$ cat src/rtl/definitions_pkg.sv
// Shared compute-group and control-write FIFO sizing constants.
// Also defines the packed store entry type and a helper for the beat-count width.
package definitions_pkg;

  localparam int unsigned COMPUTING_GROUP_SIZE = 2;
  localparam int unsigned FEATURE_BIT_SIZE     = 8;
  localparam int unsigned WRITE_FIFO_SIZE      = 4;
  localparam int unsigned CTRLWRITE_PACK_RATIO = 2;

  localparam int unsigned CTRLWRITE_IN_W  = COMPUTING_GROUP_SIZE * FEATURE_BIT_SIZE;
  localparam int unsigned CTRLWRITE_OUT_W = CTRLWRITE_PACK_RATIO * CTRLWRITE_IN_W;

  function automatic int unsigned beat_cnt_w(input int unsigned ratio);
    return $clog2(ratio + 1);
  endfunction

  localparam int unsigned CTRLWRITE_BCNT_W = beat_cnt_w(CTRLWRITE_PACK_RATIO);

  // One store entry at the default sizing: beat count above the packed word.
  typedef struct packed {
    logic [CTRLWRITE_BCNT_W-1:0] beats;
    logic [CTRLWRITE_OUT_W-1:0]  data;
  } ctrlwrite_entry_t;

endpackage

$ cat src/rtl/fifo_ctrlwrite_store.sv
// Circular word store with arbitrary depth (explicit pointer wrap), occupancy count,
// and either first-word-fall-through or registered read data.
module fifo_ctrlwrite_store
  import definitions_pkg::*;
#(
  parameter int unsigned WIDTH = CTRLWRITE_BCNT_W + CTRLWRITE_OUT_W,
  parameter int unsigned DEPTH = WRITE_FIFO_SIZE + 1,
  parameter bit          FWFT  = 1'b1,
  localparam int unsigned CNT_W = $clog2(DEPTH + 1),
  localparam int unsigned PTR_W = $clog2(DEPTH)
) (
  input  logic             clk,
  input  logic             srst,
  input  logic             push,
  input  logic [WIDTH-1:0] wdata,
  input  logic             pop,
  output logic [WIDTH-1:0] rdata,
  output logic [CNT_W-1:0] count,
  output logic             empty
);

  logic [WIDTH-1:0] mem [DEPTH];
  logic [PTR_W-1:0] wr_ptr;
  logic [PTR_W-1:0] rd_ptr;

  function automatic logic [PTR_W-1:0] next_ptr(input logic [PTR_W-1:0] p);
    return (p == PTR_W'(DEPTH - 1)) ? '0 : p + PTR_W'(1);
  endfunction

  assign empty = (count == '0);

  always_ff @(posedge clk) begin
    if (push) begin
      mem[wr_ptr] <= wdata;
    end
  end

  always_ff @(posedge clk) begin
    if (srst) begin
      wr_ptr <= '0;
      rd_ptr <= '0;
      count  <= '0;
    end else begin
      if (push) begin
        wr_ptr <= next_ptr(wr_ptr);
      end
      if (pop) begin
        rd_ptr <= next_ptr(rd_ptr);
      end
      case ({push, pop})
        2'b10:   count <= count + CNT_W'(1);
        2'b01:   count <= count - CNT_W'(1);
        default: count <= count;
      endcase
    end
  end

  generate
    if (FWFT) begin : g_fwft
      // Masked while empty so the unreset memory never leaks onto the outputs.
      assign rdata = empty ? '0 : mem[rd_ptr];
    end else begin : g_reg
      logic [WIDTH-1:0] rdata_q;
      always_ff @(posedge clk) begin
        if (srst) begin
          rdata_q <= '0;
        end else if (pop) begin
          rdata_q <= mem[rd_ptr];
        end
      end
      assign rdata = rdata_q;
    end
  endgenerate

endmodule

$ cat src/rtl/fifo_ctrlwrite_pack.sv
// Control-write FIFO: packs RATIO compute-group beats into one wide word (early close
// on din_last) and buffers words in a DEPTH-entry store with prog_full and sticky error flags.
module fifo_ctrlwrite_pack
  import definitions_pkg::*;
#(
  parameter int unsigned LANES = COMPUTING_GROUP_SIZE,
  parameter int unsigned ELEM_W = FEATURE_BIT_SIZE,
  parameter int unsigned RATIO = CTRLWRITE_PACK_RATIO,
  parameter int unsigned DEPTH = WRITE_FIFO_SIZE + 1,
  parameter bit          FWFT  = 1'b1,
  localparam int unsigned IN_W   = LANES * ELEM_W,
  localparam int unsigned OUT_W  = RATIO * IN_W,
  localparam int unsigned CNT_W  = $clog2(DEPTH + 1),
  localparam int unsigned BCNT_W = beat_cnt_w(RATIO)
) (
  input  logic              clk,
  input  logic              srst,
  input  logic [IN_W-1:0]   din,
  input  logic              din_last,
  input  logic              wr_en,
  input  logic              rd_en,
  input  logic [CNT_W-1:0]  prog_thresh,
  output logic [OUT_W-1:0]  dout,
  output logic [BCNT_W-1:0] dout_beats,
  output logic              full,
  output logic              empty,
  output logic              prog_full,
  output logic [CNT_W-1:0]  count,
  output logic              overflow,
  output logic              underflow
);

  logic [BCNT_W-1:0] beat_q;
  logic [OUT_W-1:0]  pack_q;
  logic [OUT_W-1:0]  pack_next;
  logic              accept;
  logic              close;
  logic              pop;

  assign full      = (count == CNT_W'(DEPTH));
  assign prog_full = (count >= prog_thresh);
  assign accept    = wr_en && !full;
  assign pop       = rd_en && !empty;
  assign close     = (beat_q == BCNT_W'(RATIO - 1)) || din_last;

  always_comb begin
    pack_next = pack_q;
    for (int unsigned i = 0; i < RATIO; i++) begin
      if (BCNT_W'(i) == beat_q) begin
        pack_next[i*IN_W +: IN_W] = din;
      end
    end
  end

  // The pack register is cleared on every push so unfilled slices of an early-closed word are zero.
  always_ff @(posedge clk) begin
    if (srst) begin
      pack_q    <= '0;
      beat_q    <= '0;
      overflow  <= 1'b0;
      underflow <= 1'b0;
    end else begin
      if (accept) begin
        if (close) begin
          pack_q <= '0;
          beat_q <= '0;
        end else begin
          pack_q <= pack_next;
          beat_q <= beat_q + BCNT_W'(1);
        end
      end
      if (wr_en && full) begin
        overflow <= 1'b1;
      end
      if (rd_en && empty) begin
        underflow <= 1'b1;
      end
    end
  end

  fifo_ctrlwrite_store #(
    .WIDTH (BCNT_W + OUT_W),
    .DEPTH (DEPTH),
    .FWFT  (FWFT)
  ) u_store (
    .clk   (clk),
    .srst  (srst),
    .push  (accept && close),
    .wdata ({beat_q + BCNT_W'(1), pack_next}),
    .pop   (pop),
    .rdata ({dout_beats, dout}),
    .count (count),
    .empty (empty)
  );

endmodule

$ cat config.mk
export PLATFORM = sky130hd
export DESIGN_NAME = fifo_ctrlwrite_pack
export DESIGN_NICKNAME = d
export VERILOG_FILES = /design/src/rtl/definitions_pkg.sv /design/src/rtl/fifo_ctrlwrite_store.sv /design/src/rtl/fifo_ctrlwrite_pack.sv
export SDC_FILE = /design/constraint.sdc
export NUM_CORES = 1
export LEC_CHECK = 0
export CAP_MARGIN = 30
export CORE_MARGIN = 2
export CORE_UTILIZATION = 58
export CTS_CLUSTER_DIAMETER = 80
export DETAILED_ROUTE_END_ITERATION = 10
export GPL_ROUTABILITY_DRIVEN = 1
export GPL_TIMING_DRIVEN = 0
export PLACE_DENSITY = 0.79
export SETUP_SLACK_MARGIN = 0.3
export SYNTH_ARGS = -nofsm -noshare
export SYNTH_HDL_FRONTEND = slang
export SYNTH_HIERARCHICAL = 1
export SYNTH_SLANG_ARGS = --single-unit
$ cat constraint.sdc
create_clock -name clk -period 6.2 [get_ports clk]
set_clock_uncertainty 0.15 [all_clocks]
set_input_delay 0.93 -clock clk [delete_from_list [all_inputs] [get_ports clk]]
set_output_delay 0.93 -clock clk [all_outputs]
set_load 0.01 [all_outputs]
# Yosys cells after proc, flatten, opt, wreduce, memory -nomap -nowiden

Memories as Yosys holds them, arrays and structs flattened. A register that Yosys moved wholly into a read port is not among the register bits.
Cells that the tools add are included.

Register bits: 45
Memory bits (writable): 170
Bits of input ports: 24
Output and inout port bits: 42
Word-level logic and storage cells: 44
Memories kept: 1

Memory list:

| name        | depth | width | rd ports | clocked after memory_dff | wr ports | RTL line                   | source |
|---|---|---|---|---|---|---|---|
| u_store.mem | 5     | 34    | 1        | 1                        | 1        | fifo_ctrlwrite_store.sv:22 | `logic [WIDTH-1:0] mem [DEPTH];` |

Add/sub/neg operators: 5
Magnitude comparators: 1
Eq/ne operators: 7
Mux-type cells: 12
Reductions and logical operators: 11

Operators with widths:

| cell                | count |
|---|---|
| $mux 34             | 1 |
| $mux 16             | 2 |
| $mux 32             | 1 |
| $mux 3              | 4 |
| $add 3x1->3 const B | 3 |
| $eq 3x3->1 const B  | 3 |
| $pmux 3 s2          | 1 |
| $logic_and 1x1->1   | 5 |
| $eq 2x1->1 const B  | 2 |
| $ge 3x3->1          | 1 |
| $logic_not 3->1     | 1 |
| $sub 3x1->3 const B | 1 |
| $add 2x1->2 const B | 1 |
| $eq 1x2->1 const A  | 1 |
| $eq 2x2->1 const B  | 1 |
| $logic_not 1->1     | 2 |
| $logic_not 2->1     | 1 |
| $mux 1              | 2 |
| $mux 2              | 1 |
| $reduce_bool 2->1   | 1 |
| $logic_or 1x1->1    | 1 |

# Logic depth before layout (Yosys ltp)

Gate-level depths: netlist of the first run.

Depth in word-level cells: 6
Gate-level depth with buffers: 12
Gate-level depth less buffers: 11

# Hierarchy

Netlist of the first run, hierarchy kept.

Modules (own cells, without submodules):

| module               | times used | cells an instance | area each (um^2) | sequential area each (um^2) |
|---|---|---|---|---|
| fifo_ctrlwrite_store | 1          | 350               | 7,040.5          | 5,345.1 |
| fifo_ctrlwrite_pack  | 1          | 175               | 1,778.0          | 720.7 |

# Worst setup path before layout of the first run

Ideal clock, no wire load.

Path type: input-to-reg
Start point: input wr_en
End point: memory u_store/mem[4][0] (netlist bit), enable pin
Library setup time: 0.475 ns
Arrival: 4.117 ns
Required time: 5.575 ns
Setup slack: 1.458 ns
Stages: 4
Path buffers: 1
Path through: clkbuf_1 -> and3_1 -> nand2b_1 -> nor3b_1

Longest elaborated chain between the ends: 4

RTL lines:

| what                         | RTL line                   | source |
|---|---|---|
| start: declaration           | fifo_ctrlwrite_pack.sv:20  | `input logic wr_en,` |
| $logic_and 1x1->1            | fifo_ctrlwrite_pack.sv:42  | `assign accept = wr_en && !full;` |
| $logic_and 1x1->1            | fifo_ctrlwrite_pack.sv:88  | `.push (accept && close),` |
| $mux 1                       | fifo_ctrlwrite_store.sv:33 | `if (push) begin` |
| $mux 1 (not written as such) | fifo_ctrlwrite_store.sv:34 | `mem[wr_ptr] <= wdata;` |
| end: declaration             | fifo_ctrlwrite_store.sv:22 |  |

No other way between the ends.

==> results of run 1 <==
through the flow:
step	area, um2	util	power (W)	TNS [ns]	hold WS [ns]
2_1_floorplan	8820	-	0.00227	0	0.276
3_3_place_gp	9700	0.646	0.00270	-141.26	0.287
3_5_place_dp	9880	0.657	0.00273	0	0.291
4_1_cts	10600	0.706	0.00405	0	0.311
5_1_grt	10600	0.707	0.00418	0	0.324
6_report	10600	0.707	0.00403	0	0.311
final cells by class:
cell class              instances  area (um2)  share of cell area
repair buffers                 77         806              0.0758
well taps                     188         235              0.0221
inverters                      14        52.6             0.00494
plain buffers                  30         211              0.0199
flip-flops and latches        218        6070               0.570
multi-input cells             263        2520               0.237
clock inverters                 7        57.6             0.00541
clock buffers                  33         686              0.0645
cell usage after synthesis:
master / instances
edfxtp_1: 170
dfxtp_1: 48
nor2_1: 44
mux2i_1: 36
mux2_2: 32
mux4_2: 30
nand2b_1: 19
o21ai_0: 19
nand4_1: 18
and2_1: 17
inv_1: 14
clkbuf_1: 11
ha_1: 10
a21oi_1: 7
buf_2: 6
buf_4: 5
mux4_1: 4
nand2_1: 4
a21o_1: 3
buf_12: 3
buf_6: 3
nor2b_1: 2
nor3_1: 2
o31ai_1: 2
xor2_1: 2
a22oi_1: 1
a31oi_4: 1
and3_1: 1
buf_1: 1
clkbuf_2: 1
fa_1: 1
nand3_1: 1
nand3b_1: 1
nand3b_4: 1
nor3_2: 1
nor3_4: 1
nor3b_1: 1
or2_4: 1
or3_1: 1
sequential cells by signal (all words and copies together) (netlist names), named ones only:
register        flops
beat_q              2
underflow           1
u_store/rd_ptr      3
u_store/count       3
overflow            1
pack_q             32
u_store/mem       170
u_store/wr_ptr      3
power by group:
group / internal, W / total, W / switching (W)
Sequential: 0.00164 / 0.00167 / 0.0000332
Combinational: 0.000527 / 0.00103 / 0.000499
Clock: 0.000806 / 0.00133 / 0.000526
Total: 0.00297 / 0.00403 / 0.00106
metal layers:
layer  share of wire  global-route usage
met1            0.43               0.335
met2            0.49               0.396
met3           0.063              0.0306
met4           0.016              0.0556
met5               0                   0
path summary, 6_finish.rpt:
check	endpoint	slack, ns	cells after the start
setup / recovery	dout[3]	2.25	6
setup reg to reg	u_store/mem[4][15]$_DFFE_PP_	2.83	7
hold / removal	pack_q[29]$_SDFFE_PP0P_	0.31	1
hold reg to reg	pack_q[29]$_SDFFE_PP0P_	0.31	1
worst max-delay path: stages, from the launching register on:
cell and delay (ns):
dfxtp_1 0.31, clkbuf_1 0.43, buf_2 0.39, mux4_2 0.35, mux2i_1 0.32, nor2_1 0.09
clkdlybuf4s50_1 0.49
cell families after synthesis:
| family | after synthesis |
|---|---|
| xor gates and xnor gates | 2 |
| DFF | 218 |
| AOI/OAI and AO/OA | 33 |
| muxes | 102 |
| buffers and inverters | 44 |
| adders and majority gates | 11 |
| and+or+nand+nor | 115 |
==> metrics, run 1 <==
outcome=finished, final reports clean; Slew Limit Fails=0; Post-Synth XOR/XNOR Area=0.00199; number of global-route vias before repair=5138; DR WL/cell=22.4 um; Gates resized, CTS repair=0; fmax=0.253 GHz; Worst Tran Pin Value=1.01 ns; mux contribution to synthesized area=0.170; core area=0.0150 mm2; sequential area share after synthesis=0.688; leading area contributor after synthesis=edfxtp_1; synthesis warning total=6; Die ar.=0.0162 mm2; Post-Synthesis Cells=approximately 530; clk sinks=218; largest family of logic cells by synthesized area=multiplexers; Root Driver=clkbuf_16; io pins=66; largest net degree at the start of global routing=25; layout cells sized above 1=0.210; std cell rows=45; fin cells=830; Synth-to-Final Area Change=20.6%; Clk Latency, worst-skew pair=0.50 ns; pwr dens=379 mW/mm2; worst setup margin=2.25 ns; post-synthesis compound-gate area fraction=0.0223; CP Launch Type=register; Slew HR=0.326; first-pass GRT wire length=28800 um; initial antenna violation count=0; Crit Path Class=register to output pin; n_diodes=0; CTS Hold Buffers Added=0; area fraction of the dominant cell type after synthesis=0.579; placed cell count=between 700 and 800; Seq cells post-synth=between 200 and 250; Crit path arrival time=2.87 ns; H-Tree Depth=1; Die Span X=between 100 and 150 um; Hold Path Origin=pack_q[29]$_SDFFE_PP0P_; unrepaired setup endpoints after global routing=false; drc violations=0; vias per cell=5.94; area share of fa/ha/maj cells after synthesis=0.0165; worst hold path class=register to register; DIE HEIGHT=approximately 130 um; Leak=3.59 nW; commonest non-fill, non-tap cell in the layout=edfxtp_1; post-CTS setup buffer count=0; Starting DRT DRC Count=about 340; crit path capture type=output pin; top post-synthesis cells by area=edfxtp_1, dfxtp_1, mux4_2; Post-DP HPWL=12200 um; post-synthesis net count=560; Vias=4927; CTS Buf Count=22; CTS tree=done; overall routed net length=between 15000 and 20000 um; Final Hold Vio Count=0; syn avg cell area=16.8 um2; Placer Congestion=about 0.8; Reg clk slew, reported paths=0.06 ns; peak supply drop=around 0.00031 V; CTS max path bufs=3; DP Worst Slack=1.94 ns; crit path max fanout=10; IO Port Bufs=65; Remaining Overflow, GRT=0; Synth Area in Simple Gates=0.0712; drt first pass iters=5; GRT Total Usage=0.236; post-route ant nets=0; Cell variety after synth=39; worst path required time=approximately 5.1 ns; Initial Util=0.587; nets@finish=between 600 and 700; Post-Syn Area=0.00882 mm2; commonest non-fill, non-tap cells in the layout=edfxtp_1, clkdlybuf4s50_1, dfxtp_1; fillers=934; MaxCap Viol Count=0; Setup Viol. Count Final=0; fin crit share=0.637; min Tclk post-route=3.95 ns; worst reg2reg path startpoint=u_store/count[1]$_SDFFE_PP0P_
No activity file was read; power rests on OpenSTA's default activity.
==> run 2, diff against run 1 <==
--- a/config.mk
+++ b/config.mk
@@ -7,12 +7,12 @@
 export LEC_CHECK = 0
 export CAP_MARGIN = 30
 export CORE_MARGIN = 2
-export CORE_UTILIZATION = 58
+export CORE_UTILIZATION = 52
 export CTS_CLUSTER_DIAMETER = 80
 export DETAILED_ROUTE_END_ITERATION = 10
 export GPL_ROUTABILITY_DRIVEN = 1
 export GPL_TIMING_DRIVEN = 0
-export PLACE_DENSITY = 0.79
+export PLACE_DENSITY = 0.75
 export SETUP_SLACK_MARGIN = 0.3
 export SYNTH_ARGS = -nofsm -noshare
 export SYNTH_HDL_FRONTEND = slang
==> constraint.sdc (replaced) <==
create_clock -name clk -period 3.4 [get_ports clk]
set_clock_uncertainty 0.15 [all_clocks]
set_input_delay 0.51 -clock clk [delete_from_list [all_inputs] [get_ports clk]]
set_output_delay 0.51 -clock clk [all_outputs]
set_load 0.01 [all_outputs]
==> run 2 against run 1 <==
Net effect:
- routed wire length fell by 0.35%
- largest power group unchanged
- largest cell class unchanged
- critical endpoint is now dout_beats[1]
- power is 87% higher
- highest routed layer unchanged
- flip-flop and latch count stayed put
==> metrics, run 2 (same netlist as run 1, synthesis figures left out) <==
outcome=finished, final reports clean; core area=0.0166 mm2 (+10%); fmax=between 0.3 and 0.4 GHz; Final Hold Vio Count=0 (unchanged); Largest stage delay, worst path=0.55 ns (+0.06 ns); crit path capture type=output pin; Synth-to-Final Area Change=24.6%; Final Cell Area=0.0110 mm2 (+3.4%); first-pass GRT wire length=28100 um (-2.6%); worst hold path class=register to register; DR WL/cell=21.2 um (-5.6%); pwr dens=685 mW/mm2 (+81%); nets@finish=675 (+2.1%); total net switching power=0.00195 W (+84%); number of global-route vias before repair=4963 (-3.4%); fin crit share=0.902; overall routed net length=18600 um (-0.35%); initial antenna violation count=0 (unchanged); final core area utilization=0.663 (-0.0445); CP Launch Type=register; Setup Viol. Count Final=0 (unchanged); layout cells sized above 1=0.245 (+0.0351); Post-DP Area=0.00998 mm2 (+1.0%); io pins=66 (unchanged); Post-DP HPWL=11900 um (-2.2%); Slowest-stage cell, CP=mux4_1; Sw Ratio=0.258 (-0.00447); Worst Tran Pin Value=0.493 ns (-0.512 ns); Starting DRT DRC Count=389 (+15%); worst path required time=2.74 ns (-2.38 ns); Leak=3.97 nW (+11%); H-Tree Depth=1 (unchanged); min Tclk post-route=3.07 ns; Reg clk slew, reported paths=0.06 ns (about the same); drt first pass iters=7 (+2); commonest non-fill, non-tap cells in the layout=edfxtp_1, clkdlybuf4s50_1, dfxtp_1; total power=0.00753 W (+87%); commonest non-fill, non-tap cell in the layout=edfxtp_1; Seq pwr share=0.405 (-0.010); Vias=4992 (+1.3%); Placer Congestion=0.758 (-3.4%); top flop regs=u_store/mem (170), pack_q (32); peak supply drop=0.000416 V (+34%); Crit path arrival time=2.41 ns (-0.46 ns); MaxCap Viol Count=0 (unchanged); Crit Path Class=register to output pin; Combinational Power Share=0.261 (+0.006); post-route ant nets=0 (unchanged); IO Port Bufs=65 (unchanged); GRT Total Usage=0.206 (-0.0297); critical path, cell by cell=buf_6 > buf_4 > mux4_1 > mux2i_1 > nor2_1 > clkdlybuf4s50_1; Initial Util=0.532 (-0.0548); Pint=0.00559 W (+88%); max reg flops=170 (unchanged); Root Driver=clkbuf_16; largest net degree at the start of global routing=19 (-24%); Clk Latency, worst-skew pair=0.49 ns (about the same); vias per cell=5.70 (-4.0%); unrepaired setup endpoints after global routing=true; crit path max fanout=7 (-3); Die ar.=0.0180 mm2 (+11%); Slew Limit Fails=0 (unchanged); Die Span X=134 um (+5.4%); clock group share of total power=0.334 (+0.003); n_diodes=0 (unchanged); CTS max path bufs=3 (unchanged); CTS Buf Count=22 (unchanged); std cell rows=47 (+4.4%); clk sinks=218 (unchanged); DIE HEIGHT=134 um (+5.4%); Biggest register=u_store/mem; CTS tree=done; drc violations=0 (unchanged); Slew HR=0.671 (+0.345); Remaining Overflow, GRT=0 (unchanged)
[run 2: changes by cell type in the layout (fill, tap and decap cells not counted), sizes merged]
cell,previous run,this run
buf,29,44
dlymetal6s2s,0,15
clkdlybuf4s50,65,49
dlygate4sd2,0,1
clkbuf,46,43
bufinv,1,3
[run 2: final cells by class]
class | count | area, um2
flip-flops and latches | 218 | 6070
fillers | 1106 | 5590
multi-input cells | 263 | 2570
repair buffers | 91 | 1030
clock buffers | 31 | 656
well taps | 220 | 275
plain buffers | 30 | 225
clock inverters | 9 | 116
inverters | 14 | 52.6
[run 2: routing by layer]
metal	up-vias	part of all wire	GRT usage
li1	2242	-	-
met1	2554	0.42	0.286
met2	173	0.50	0.347
met3	23	0.058	0.0302
met4	0	0.015	0.0509
met5	-	0	0
[run 2: metrics by stage]
step / instances / setup slack [ns] / setup TNS [ns] / hold slack (ns)
6_report: 876 / 0.332 / 0 / 0.305
5_1_grt: 876 / 0.274 / 0 / 0.330
4_1_cts: 860 / 0.249 / 0 / 0.306
3_5_place_dp: 818 / -0.179 / -7.43 / 0.292
3_3_place_gp: 810 / -2.08 / -320.71 / 0.287
2_1_floorplan: 525 / -0.0448 / -3.05 / 0.276
[run 2: power groups by stage]
stage | sequential [W] | combinational, W | clock, W
after global placement | 0.00310 | 0.00183 | 0
final | 0.00305 | 0.00196 | 0.00252
after detailed placement | 0.00310 | 0.00188 | 0
after CTS | 0.00305 | 0.00191 | 0.00256
after global routing | 0.00306 | 0.00211 | 0.00265
after floorplan | 0.00310 | 0.00105 | 0
[run 2: critical path: cells and delay by family, from the launching register on]
family	cells	cell delay (ns)
buf+inv	3	0.79
flops	1	0.33
mux	2	0.72
simple gates	1	0.08
[run 2: what timing repair did]
action / CTS / global route
setup buffers: 2 / 16
gates resized for setup: 12 / 20
hold buffers: 0 / 0
pin swaps: 1 / 4
endpoints found under the setup margin: 50 / 119
[run 2: path summary, 6_finish.rpt]
kind / slack (ns) / from / cells past startpoint / to
hold / removal: 0.30 / pack_q[27]$_SDFFE_PP0P_ / 1 / pack_q[27]$_SDFFE_PP0P_
hold reg to reg: 0.30 / pack_q[27]$_SDFFE_PP0P_ / 1 / pack_q[27]$_SDFFE_PP0P_
setup / recovery: 0.33 / register / 6 / dout_beats[1]
setup reg to reg: 0.52 / u_store/count[2]$_SDFFE_PP0P_ / 10 / u_store/count[2]$_SDFFE_PP0P_
==> run 3, diff against run 2 <==
--- a/config.mk
+++ b/config.mk
@@ -5,6 +5,7 @@
 export SDC_FILE = /design/constraint.sdc
 export NUM_CORES = 1
 export LEC_CHECK = 0
+export ABC_CLOCK_PERIOD_IN_PS = 3400
 export CAP_MARGIN = 30
 export CORE_MARGIN = 2
 export CORE_UTILIZATION = 52
==> constraint.sdc (replaced) <==
create_clock -name clk -period 3.4 [get_ports clk]
set_clock_uncertainty 0.15 [all_clocks]
set_input_delay 0.68 -clock clk [delete_from_list [all_inputs] [get_ports clk]]
set_output_delay 0.68 -clock clk [all_outputs]
set_load 0.01 [all_outputs]
==> run 3 against run 2 <==
Net effect:
- routed wire length increased by 2.3%
- flip-flop and latch count unchanged
- largest power group unchanged
- combinational power is essentially flat
- sequential share of layout area is 0.20 points lower
- largest cell class unchanged
- core utilization grew 0.24 points
- first-iteration DRC count grew 0.77%
- global-route usage up 0.49 points
==> metrics, run 3 (same netlist as run 1, synthesis figures left out) <==
Placer Congestion=0.758 (unchanged); critical path, cell by cell=buf_6 > buf_4 > mux4_1 > mux2i_1 > nor2_1 > dlygate4sd2_1; total power=0.00752 W (about the same); Remaining Overflow, GRT=0 (unchanged); Top delay family on crit path=multiplexers; top flop regs=u_store/mem (170), pack_q (32); Biggest register=u_store/mem; min Tclk post-route=3.05 ns (-0.0228 ns); number of global-route vias before repair=5043 (+1.6%); CTS Buf Count=22 (unchanged); nets@finish=684 (+1.3%); R2R Setup Slk=0.50 ns (-0.02 ns); Synth-to-Final Area Change=25.1%; fmax=0.328 GHz (+0.75%); DIE HEIGHT=134 um (unchanged); Largest stage delay, worst path=0.55 ns (about the same); Vias=5039 (+0.94%); Crit Path Class=register to output pin; std cell rows=47 (unchanged); CTS max path bufs=3 (unchanged); Die ar.=0.0180 mm2 (unchanged); CTS tree=done; clk sinks=218 (unchanged); vias per cell=5.69 (about the same); crit path max fanout=7 (unchanged); Setup Viol. Count Final=0 (unchanged); crit path capture type=output pin; fin crit share=0.896 (-0.00670); fillers=1115 (+0.81%); drt first pass iters=5 (-2); Reg clk slew, reported paths=0.06 ns (about the same); Slew HR=0.670 (-0.00128); fin cells=885 (+1.0%); Initial Util=0.532 (unchanged); io pins=66 (unchanged); max reg flops=170 (unchanged); Slew Limit Fails=0 (unchanged); peak supply drop=0.000473 V (+14%); Leak=3.87 nW (-2.4%); outcome=finished, final reports clean; MaxCap Viol Count=0 (unchanged); core area=0.0166 mm2 (unchanged); H-Tree Depth=1 (unchanged); overall routed net length=19000 um (+2.3%); first-pass GRT wire length=28700 um (+2.1%); Root Driver=clkbuf_16; worst hold path class=register to register; Post-DP HPWL=11900 um (unchanged); hold slack=0.305 ns (-0.0000300 ns); commonest non-fill, non-tap cell in the layout=edfxtp_1; initial antenna violation count=0 (unchanged); unrepaired setup endpoints after global routing=true; GRT Total Usage=0.211 (+0.00490); Die Span X=134 um (unchanged); commonest non-fill, non-tap cells in the layout=edfxtp_1, dfxtp_1, nor2_1; CP Launch Type=register; n_diodes=0 (unchanged); IO Port Bufs=65 (unchanged); Crit path arrival time=2.22 ns (-0.19 ns); worst path required time=2.57 ns (-0.17 ns); layout cells sized above 1=0.259 (+0.0132); Final Hold Vio Count=0 (unchanged); Worst Tran Pin Value=0.494 ns (+0.000895 ns); placed cell count=818 (unchanged); pwr dens=682 mW/mm2 (-0.45%); Slowest-stage cell, CP=mux4_1; post-route ant nets=0 (unchanged); Clk Latency, worst-skew pair=0.49 ns (about the same); Worst Path Buf+Inv=3 (unchanged); drc violations=0 (unchanged); largest net degree at the start of global routing=18 (-1); CTS Hold Buffers Added=0 (unchanged); DR WL/cell=21.4 um (+1.2%); Starting DRT DRC Count=392 (+0.77%)
run 3: report_power, final:
| group | internal [W] | switching (W) |
|---|---|---|
| clock | 0.00157 | 0.000956 |
| sequential | 0.00299 | 0.0000629 |
| combinational | 0.00100 | 0.000950 |
| total | 0.00556 | 0.00197 |
run 3: final cells by class:
class | instances | area (um2) | share of cell area
clock inverter | 9 | 116 | 0.0105
timing repair buffer | 100 | 1070 | 0.0971
sequential | 218 | 6070 | 0.550
buffer | 30 | 230 | 0.0209
clock buffer | 31 | 656 | 0.0594
tap | 220 | 275 | 0.0250
multi-input combinational | 263 | 2560 | 0.232
inverter | 14 | 52.6 | 0.00476
run 3: final timing paths:
path | start | end | cells after the start
max reg2reg | u_store/count[2]$_SDFFE_PP0P_ | u_store/count[2]$_SDFFE_PP0P_ | 9
max | register | dout_beats[1] | 6
min | pack_q[27]$_SDFFE_PP0P_ | pack_q[27]$_SDFFE_PP0P_ | 1
min reg2reg | pack_q[27]$_SDFFE_PP0P_ | pack_q[27]$_SDFFE_PP0P_ | 1
run 3: routing by layer:
metal / share of wire / GRT usage / vias up
met5: 0 / 0 / -
met4: 0.019 / 0.0602 / 0
met3: 0.059 / 0.0299 / 31
met2: 0.50 / 0.357 / 196
met1: 0.42 / 0.288 / 2549
li1: - / - / 2263
run 3: what timing repair did:
| action | in CTS | in global routing |
|---|---|---|
| hold endpoints to repair | 0 | 0 |
| buffers inserted | 18 | 7 |
| pin swaps | 4 | 1 |
| gates cloned | 0 | 2 |
| endpoints found under the setup margin | 88 | 49 |
| gates resized for setup | 49 | 24 |
run 3: per-stage QoR:
| stage | utilization | setup WS [ns] | cell area [um2] | TNS (ns) |
|---|---|---|---|---|
| after global placement | 0.589 | -2.25 | 9760 | -349.61 |
| after detailed placement | 0.602 | -0.349 | 9980 | -28.42 |
| after global routing | 0.665 | 0.280 | 11000 | 0 |
| after CTS | 0.658 | 0.273 | 10900 | 0 |
| after floorplan | - | -0.0604 | 8830 | -4.11 |
| final | 0.665 | 0.355 | 11000 | 0 |
==> edit: new RTL, config.mk and constraints of run 1 <==
Register the output `count`, without a reset; this adds one clock of latency there. The other outputs are not delayed to match.
--- a/src/rtl/fifo_ctrlwrite_pack.sv
+++ b/src/rtl/fifo_ctrlwrite_pack.sv
@@ -31,4 +31,6 @@
 );
 
+  logic [CNT_W-1:0] count_d;
+
   logic [BCNT_W-1:0] beat_q;
   logic [OUT_W-1:0]  pack_q;
@@ -38,6 +40,6 @@
   logic              pop;
 
-  assign full      = (count == CNT_W'(DEPTH));
-  assign prog_full = (count >= prog_thresh);
+  assign full      = (count_d == CNT_W'(DEPTH));
+  assign prog_full = (count_d >= prog_thresh);
   assign accept    = wr_en && !full;
   assign pop       = rd_en && !empty;
@@ -90,8 +92,12 @@
     .pop   (pop),
     .rdata ({dout_beats, dout}),
-    .count (count),
+    .count (count_d),
     .empty (empty)
   );
 
+  always_ff @(posedge clk) begin
+    count <= count_d;
+  end
+
 endmodule
 
Function: changed (Yosys sat finds a counterexample within 4 cycles, from zero or initial values and one cycle with srst high).
==> edit against run 1 <==
Routed wire length is 0.20% higher. Sequential cell count is 3 higher. Total power is 0.46% higher. Sequential share of layout area is 0.36 points higher. Synthesized area is 0.68% higher. Setup slack better by 0.0096 ns. Register-to-register slack better by 0.03 ns. Final area is 0.36% higher.
==> edit: results <==
metrics = {
    "run_status": {
        "outcome": "complete, no violations",
    },
    "placed_design": {
        "place_area_um2": 9936,
        "dp_cells": 792,
        "hpwl_mm": 12.43,
        "pre_cts_slack_ns": 1.970,
    },
    "grt": {
        "grt_pass1_vias": 5193,
        "track_usage_pct": 23.68,
        "grt_pass1_wl_mm": 28.97,
    },
    "drt": {
        "vias": 4906,
        "wl_met3_um": 750,
        "wirelength_mm": 18.66,
        "drtIter0Drc": 398,
        "wl_met1_mm": 7.770,
        "wl_met2_mm": 9.692,
    },
    "synthesis": {
        "synthAdderAreaFrac_pct": 1.635,
        "synth.area.top_cells": "edfxtp_1, dfxtp_1, mux4_2, mux2i_1, mux2_2",
        "yosysSeqAreaShare_pct": 69.00,
        "synth_cell_type_count": 40,
        "syn-instance-count": 528,
        "synth_commonest_cells": "edfxtp_1, dfxtp_1, nor2_1, mux2i_1, mux2_2",
        "synth_nets": 563,
    },
    "power": {
        "peakVddDrop_mv": 0.2299,
        "p_leak_uw": 0.003597,
        "swShare_pct": 25.92,
    },
    "setup_path": {
        "r2r_end": "u_store/mem[0][15]$_DFFE_PP_",
        "path_max_fanout": 12,
        "worst_ep_arrival_time_ns": 2.86,
        "cpPeakStageDelay_ns": 0.67,
        "critical_path.endpoint": "empty",
        "cpMaxStageDelayCell": "nor3_2",
        "reg2reg_slack_ns": 2.86,
    },
    "sta": {
        "slew_headroom_pct": 32.80,
        "hold_ws_ns": 0.2853,
    },
    "hold_path": {
        "holdPathEnd": "count[1]$_DFF_P_",
        "min_from": "u_store/count[1]$_SDFFE_PP0P_",
    },
    "clock_network": {
        "clk_pin_slew_worst_paths_ns": 0.06,
        "cts_setup_buffers": 0,
    },
    "layout": {
        "fin_nets": 663,
        "drive_above_1_share_pct": 20.65,
        "fill_cells": 949,
    },
}
==> edit: final cells by class <==
type,instances,area (um^2),share of cell area [%]
inverters,14,52.55,0.4924
repair buffers,76,792.0,7.422
clock inverters,7,82.58,0.7738
well taps,188,235.2,2.204
multi-input cells,263,2519,23.60
clock buffers,33,653.1,6.120
flip-flops and latches,221,6126,57.40
plain buffers,30,211.5,1.981
==> edit: power groups by stage <==
| stage | Clock (uW) | Combinational, uW | Sequential (uW) |
|---|---|---|---|
| after floorplan | 0 | 577 | 1730 |
| after global placement | 0 | 998 | 1730 |
| after detailed placement | 0 | 1030 | 1730 |
| after CTS | 1340 | 1040 | 1700 |
| after global routing | 1410 | 1110 | 1700 |
| final | 1320 | 1020 | 1700 |
==> edit: per-layer routing <==
layer / track usage, % / vias up
met1: 30.70 / 2529
met2: 41.96 / 136
met4: 7.563 / 0
met3: 3.088 / 32
met5: 0 / -
li1: - / 2209
